`src/rtl/llr_frame_loader.sv`:
```
// Turbo-decoder front end: buffers serial LLR triplets in a two-bank ping-pong
// store and presents each complete frame as parallel encoder-1/encoder-2 arrays.

module llr_lane #(
  parameter int BITS = 32
) (
  input  logic                 clk,
  input  logic                 reset_n,
  input  logic                 load,
  input  logic [3:0][BITS-1:0] d,
  output logic [3:0][BITS-1:0] q
);
  always_ff @(posedge clk or negedge reset_n) begin
    if (!reset_n)  q <= '0;
    else if (load) q <= d;
  end
endmodule

module llr_frame_loader #(
  parameter int BITS            = 32,
  parameter int SYMBOLS         = 10,
  parameter int BITS_PER_SYMBOL = 2,
  parameter int P               = 3
) (
  input  logic                                             clk,
  input  logic                                             reset_n,
  input  logic                                             s_valid,
  output logic                                             s_ready,
  input  logic [BITS-1:0]                                  s_sys,
  input  logic [BITS-1:0]                                  s_par1,
  input  logic [BITS-1:0]                                  s_par2,
  input  logic                                             s_last,
  output logic                                             out_valid,
  input  logic                                             out_ready,
  output logic [BITS_PER_SYMBOL-1:0][SYMBOLS-1:0][BITS-1:0] encoder1_data_out,
  output logic [BITS_PER_SYMBOL-1:0][SYMBOLS-1:0][BITS-1:0] encoder2_data_out,
  output logic                                             frame_error
);
  localparam int IW = (SYMBOLS > 1) ? $clog2(SYMBOLS) : 1;

  if (BITS_PER_SYMBOL != 2) begin : g_bps_chk
    $error("llr_frame_loader: BITS_PER_SYMBOL must be 2");
  end
  if (SYMBOLS % P == 0) begin : g_p_chk
    $error("llr_frame_loader: P must not divide SYMBOLS");
  end

  typedef struct packed {
    logic [BITS-1:0] sys;
    logic [BITS-1:0] par1;
    logic [BITS-1:0] par2;
  } trip_t;

  typedef enum logic [1:0] {IDLE, LOAD, PRESENT} state_t;

  trip_t          bank [2][SYMBOLS];
  logic           wp, rp;
  logic [IW-1:0]  wr_idx;
  logic [1:0]     full_cnt;
  state_t         state;
  logic           accept, at_end, commit, rel, load;

  assign s_ready = (full_cnt < 2'd2);
  assign accept  = s_valid && s_ready;
  assign at_end  = (wr_idx == IW'(SYMBOLS-1));
  assign commit  = accept && at_end;
  assign load    = (state == LOAD);
  assign rel     = load;

  // Storage carries no reset; validity is tracked entirely by wr_idx/full_cnt.
  always_ff @(posedge clk) begin
    if (accept) bank[wp][wr_idx] <= {s_sys, s_par1, s_par2};
  end

  always_ff @(posedge clk or negedge reset_n) begin
    if (!reset_n) begin
      wp          <= 1'b0;
      wr_idx      <= '0;
      full_cnt    <= '0;
      frame_error <= 1'b0;
    end else begin
      frame_error <= 1'b0;
      if (accept) begin
        if (at_end) begin
          wr_idx      <= '0;
          wp          <= ~wp;
          frame_error <= ~s_last;
        end else if (s_last) begin
          wr_idx      <= '0;
          frame_error <= 1'b1;
        end else begin
          wr_idx <= wr_idx + IW'(1);
        end
      end
      case ({commit, rel})
        2'b10:   full_cnt <= full_cnt + 2'd1;
        2'b01:   full_cnt <= full_cnt - 2'd1;
        default: ;
      endcase
    end
  end

  always_ff @(posedge clk or negedge reset_n) begin
    if (!reset_n) begin
      state     <= IDLE;
      rp        <= 1'b0;
      out_valid <= 1'b0;
    end else begin
      case (state)
        IDLE: if (full_cnt != 2'd0) state <= LOAD;
        LOAD: begin
          rp        <= ~rp;
          out_valid <= 1'b1;
          state     <= PRESENT;
        end
        PRESENT: if (out_ready) begin
          out_valid <= 1'b0;
          state     <= (full_cnt != 2'd0) ? LOAD : IDLE;
        end
        default: state <= IDLE;
      endcase
    end
  end

  // Lane word order: 0 enc1 sys, 1 enc1 par, 2 enc2 sys (interleaved), 3 enc2 par.
  for (genvar j = 0; j < SYMBOLS; j++) begin : g_lane
    localparam int PJ = (P * j) % SYMBOLS;
    logic [3:0][BITS-1:0] d, q;
    assign d = {bank[rp][j].par2, bank[rp][PJ].sys, bank[rp][j].par1, bank[rp][j].sys};
    llr_lane #(.BITS(BITS)) u_lane (
      .clk     (clk),
      .reset_n (reset_n),
      .load    (load),
      .d       (d),
      .q       (q)
    );
    assign encoder1_data_out[0][j] = q[0];
    assign encoder1_data_out[1][j] = q[1];
    assign encoder2_data_out[0][j] = q[2];
    assign encoder2_data_out[1][j] = q[3];
  end
endmodule

```
`config.mk`:
```
export PLATFORM = sky130hd
export DESIGN_NAME = llr_frame_loader
export DESIGN_NICKNAME = d
export VERILOG_FILES = /design/src/rtl/llr_frame_loader.sv
export SDC_FILE = /design/constraint.sdc
export NUM_CORES = 2
export LEC_CHECK = 0
export BUFFER_PORTS_ARGS = -buffer_cell sky130_fd_sc_hd__buf_4
export CAP_MARGIN = 30
export CELL_PAD_IN_SITES_DETAIL_PLACEMENT = 1
export CELL_PAD_IN_SITES_GLOBAL_PLACEMENT = 2
export CORE_AREA = 2 2 531 533
export DETAILED_ROUTE_END_ITERATION = 10
export DIE_AREA = 0 0 533 535
export PLACE_DENSITY_LB_ADDON = 0.1
export SLEW_MARGIN = 20
export SYNTH_ARGS = -nofsm -noshare
export SYNTH_HDL_FRONTEND = slang
export SYNTH_SLANG_ARGS = --single-unit
```
`constraint.sdc`:
```
create_clock -name clk -period 14.1 [get_ports clk]
set_input_delay 2.115 -clock clk [delete_from_list [all_inputs] [get_ports clk]]
set_output_delay 2.115 -clock clk [all_outputs]
set_load 0.02 [all_outputs]
```
Yosys cells after proc, flatten, opt, wreduce, memory -nomap -nowiden

Memories as Yosys holds them, arrays and structs flattened. A register that Yosys moved wholly into a read port is not among the register bits.
Index checks and enable logic that the tools add are counted.

Equality and inequality tests: 7
Reductions and logical operators: 11
Multiplexer cells: 16
Shifts and indexed selects: 0
Divide/modulo/power cells: 0
$mul: 0
Bitwise operators: 4
Order comparisons: 3
Add/subtract/negate cells: 3

Operators by type and width:

| kind                  | number |
|---|---|
| $mux W960             | 1 |
| $demux W96 S4         | 1 |
| $mux W96              | 1 |
| $mux W4               | 2 |
| $mux W1               | 6 |
| $pmux W2 S3           | 1 |
| $reduce_and A2 Y1     | 3 |
| $reduce_bool A2 Y1    | 3 |
| $ge A5 B5 Y1 const B  | 1 |
| $lt A5 B1 Y1 const B  | 1 |
| $not A4 Y5            | 1 |
| $add A4 B1 Y4 const B | 1 |
| $eq A2 B1 Y1 const B  | 2 |
| $eq A2 B2 Y1 const B  | 2 |
| $eq A4 B4 Y1 const B  | 1 |
| $mux W2               | 2 |
| $ne A2 B2 Y1 const B  | 2 |
| $pmux W2 S2           | 1 |
| $logic_and A1 B1 Y1   | 3 |
| $not A1 Y1            | 3 |
| $add A2 B1 Y2 const B | 1 |
| $logic_not A2 Y1      | 1 |
| $lt A2 B2 Y1 const B  | 1 |
| $pmux W1 S2           | 1 |
| other kinds (2)       | 2 |

Word-level logic and storage cells: 52
ROM bits: 0
Input port bits: 101
Memories kept: 1
Bits in registers: 12
Latch bits: 0
RAM bits: 1,920

Memories:

| memory | words | width | read ports | clocked after Yosys merged registers in | wr ports | line | text |
|---|---|---|---|---|---|---|---|
| bank   | 2     | 960   | 1          | 1                                       | 1        | 56   | `trip_t bank [2][SYMBOLS];` |

Depth between registers and ports, before layout

Depth after elaboration: 6
Depth in mapped cells: 11

By module

Synthesis repeated with hierarchy kept, for this count alone.

Cell total of the unflattened synthesis: 5,776
Area, all modules: 119,244.4 µm²

Modules (own cells, without submodules):

| module           | cells each | area an instance (µm²) | sequential area each (µm²) | instances |
|---|---|---|---|---|
| llr_frame_loader | 3,076      | 71,023.1               | 57,955.6                   | 1 |
| llr_lane         | 270        | 4,822.1                | 3,203.1                    | 10 |

Least setup slack after synthesis

No wires, ideal clock.

Path type: input to register
From: in s_valid
To: mem bank[1][384] (netlist name), enable pin
Buffers on the path: 1
Arrival time: 12.201 ns
Stages: 3
Setup slack: 1.079 ns
Cells stage by stage: nand2b_1 -> clkbuf_1 -> nor4b_1

Cells in the longest elaborated chain, start to end: 3

Ends and longest elaborated chain:

| what                            | line | text |
|---|---|---|
| start, declared                 | 27   | `input logic s_valid,` |
| $logic_and A1 B1 Y1             | 64   | `assign accept = s_valid && s_ready;` |
| $mux W1                         | 72   | `if (accept) bank[wp][wr_idx] <= {s_sys, s_par1, s_par2};` |
| $mux W960 (implied by the code) | 72   |  |
| end, declared                   | 56   |  |

No other way between the ends.

Worst setup path in the final report

From: in s_valid
To: mem bank[1][354] (netlist name), enable pin

The elaborated chain is that of the path after synthesis.

==> results.md <==
- Status: finished, final reports clean
- Starting density of the core: 0.377
- Measured slew at the worst slew-check pin: 1170 ps
- Post-route antenna net violation count: 0
- Core Region: 279000 um2
- Final hold violations: 0
- R2R Setup Slk: 10110 ps
- Sink Count: 2892
- Cell family with most CP delay: buffers and inverters
- # port buffers: 1383
- Initial antenna violation count: 11
- Layout cells sized above 1: 0.248
- All-Layer GR Usage: 0.232
- Nets: 7747
- Setup Skew: 54.4 ps
- Pin count of the biggest net entering global routing: 222
- Yosys reg bits: 2892
- Cell Pwr Density: 244 nW/um2
- Root Buffer: clkbuf_16
- CTS tree: done
- Relative slew slack: 0.217
- Critical path startpoint category: primary input
- Post-layout util: 0.456
- Worst setup EP type: register
- Vias in the first global route: 59640
- Max incr delay on CP: 720 ps
- Achievable Freq: 0.224 GHz
- Critical-path top delay cell: and4_4
- Router iterations before antenna repair: 5
- Synth top area share: 0.549
- RD Place Congestion: 0.775
- Mean post-synth cell area: 16.2 um2
- Critical Path AT: 4940 ps
- DRT Wirelength: 337 mm
- Kind of critical path: primary input to register
- Dpl hpwl: 224 mm
- DRC viols: 0
- CTS resizes: 0
- Die W: 533 um
- Number of max-cap violations: 0
- Final worst path period share: 0.316
- WL per Instance: 29.0 um
- DIE HEIGHT: 535 um
- WP buf/inv: 3
- Sequential area share after synthesis: 0.780
- Syn Nets: 6597
- Clock Pin Slew Worst Setup and Hold Paths: 60 ps
- Rows: 194
- Leak: 51.4 nW
- Post-synth top area cell: edfxtp_1
- Flip-flop cell with the highest count after synthesis: edfxtp_1
- Critical path required time: 14580 ps
- Synth-to-Final Area Change: 20.9%
- RSZ-0062 raised after global routing: no
- Hold Path Class: register to register
- Clock buffer depth: 4
- Post-synth ARST share: 0.336
- Setup TNS: 0 ps
- Sequential cell area: 82000 um2
- Worst vdd ir: 0.152 mV
- Cell area after synthesis: 105000 um2
- Die Area: 285000 um2
- Clk Latency, worst-skew pair: 900 ps
- CTS Hold Bufs: 0
- Min Clock Period, post-route: 4460 ps
- Crit Path Max Fanout: 38
- Most common cell type on the critical path: buf_4
- Setup Buffers After CTS: 0
- Total gr overflow: 0
- Unique cell type count in the Yosys netlist: 31
- Multi-input logic area: 18600 um2
- Post-synth EDFFs: 1920
- Vias: 57930
- Slew Viols, Final: 0
- Final Cell Area: 127000 um2
- H-tree depth: 5
- Final setup viols: 0
- Mapped Cells: 6491
- DP Area: 116000 um2
- DRT iter0 DRCs: 4277
- Drt via density: 4.98
- FILL cells: 27210
- Total CTS buffers: 317
- First-pass GRT wire length: 471 mm
- CP Cell Sequence: buf_4, nand2b_1, nor2_1, and4_4, buf_4, buf_4
- Ys Warns: 0
- # IOs: 1384
- Largest cells by area after synthesis: edfxtp_1 55%, dfrtp_1 23%, mux2i_1 9.1%, o21ai_0 4.6%, nand2_1 3.4%
==> logic make-up after synthesis <==
logic type,Yosys count,share of synthesized area
flops,2892,0.780
simple gates,1009,0.0370
fa+ha+maj,5,0.000595
buf+inv,651,0.0442
compound gates,968,0.0461
mux,960,0.0914
xor+xnor,6,0.000500
==> sequential cells by signal (all words and copies together) (netlist names) <==
signal and flops:
bank 1920, frame_error 1, full_cnt 2, g_lane.u_lane.q 960, out_valid 1, rp 1
state 2, wp 1, wr_idx 4
==> final timing paths <==
check / start / cells past startpoint / to
worst min register to register: g_lane[5].u_lane.q[46] / 2 / g_lane[5].u_lane.q[46]
worst max register to register: state[1] / 6 / g_lane[4].u_lane.q[37]
min in group asynchronous: reset_n / 1 / g_lane[2].u_lane.q[111]
max in group asynchronous: reset_n / 4 / g_lane[6].u_lane.q[1]
worst max-delay path: s_valid / 6 / bank[1][354]
worst min-delay path: g_lane[5].u_lane.q[46] / 2 / g_lane[5].u_lane.q[46]
==> per-layer routing <==
layer,global-route usage,wire length [um],up-vias
met5,0,13,-
met4,0.0713,10500,2
met3,0.0381,16400,403
met2,0.398,170000,1615
met1,0.300,140000,30404
li1,-,-,25506
==> metrics by stage <==
stage	hold WS (ps)	worst slack (ps)	power, W	cells
finish	481	9640	0.0310	11633
global route	506	9530	0.0324	11630
CTS	485	9680	0.0314	11621
detailed placement	472	8740	0.0230	11040
global placement	465	8840	0.0228	11038
floorplan	441	1080	0.0182	6491
==> report_power, final <==
group          switching [W]  total [W]  internal [W]
clock network        0.00344    0.00834       0.00489
logic                0.00620    0.00992       0.00372
registers            0.00207     0.0128        0.0107
total                 0.0117     0.0310        0.0193
==> cells in the final DEF (no fill, tap or decap), drive strengths merged, types with 2 or more instances in the layout <==
cell type / n
a21oi: 2
and2: 4
and3: 6
and4: 2
buf: 1476
bufinv: 27
clkbuf: 439
clkinv: 100
clkinvlp: 6
dfrtp: 972
diode: 6
edfxtp: 1920
ha: 5
inv: 15
mux2i: 960
nand2: 964
nand2b: 5
nand3: 2
nand3b: 2
nand4b: 2
nor2: 11
nor3: 5
o21ai: 965
xnor2: 4
xor2: 2
==> cell type report <==
| class | count | area share |
|---|---|---|
| clock inverter | 142 | 0.0126 |
| tap | 3724 | 0.0367 |
| multi-input combinational | 2948 | 0.146 |
| inverter | 6 | 0.000177 |
| timing repair buffer | 1476 | 0.0898 |
| clock buffer | 439 | 0.0694 |
| antenna | 6 | 0.000118 |
| sequential | 2892 | 0.645 |
==> Yosys cell counts, types with 4 or more instances <==
library cell,number
and2_1,4
edfxtp_1,1920
nand2b_1,5
o21ai_1,7
buf_4,334
xnor2_1,4
nand2_1,964
o21ai_0,958
buf_2,98
mux2i_1,960
dfrtp_1,972
inv_1,6
and3_1,6
clkbuf_1,103
buf_6,110
ha_1,5
nor2_1,11
nor3_1,5
==> worst reg2reg max path, stage by stage, from the launching register on <==
cell	delay [ps]
dfrtp_1	390
nand2b_4	320
buf_12	490
buf_4	750
buf_4	840
buf_12	620
o21ai_0	410
No activity file was read; power rests on OpenSTA's default activity.
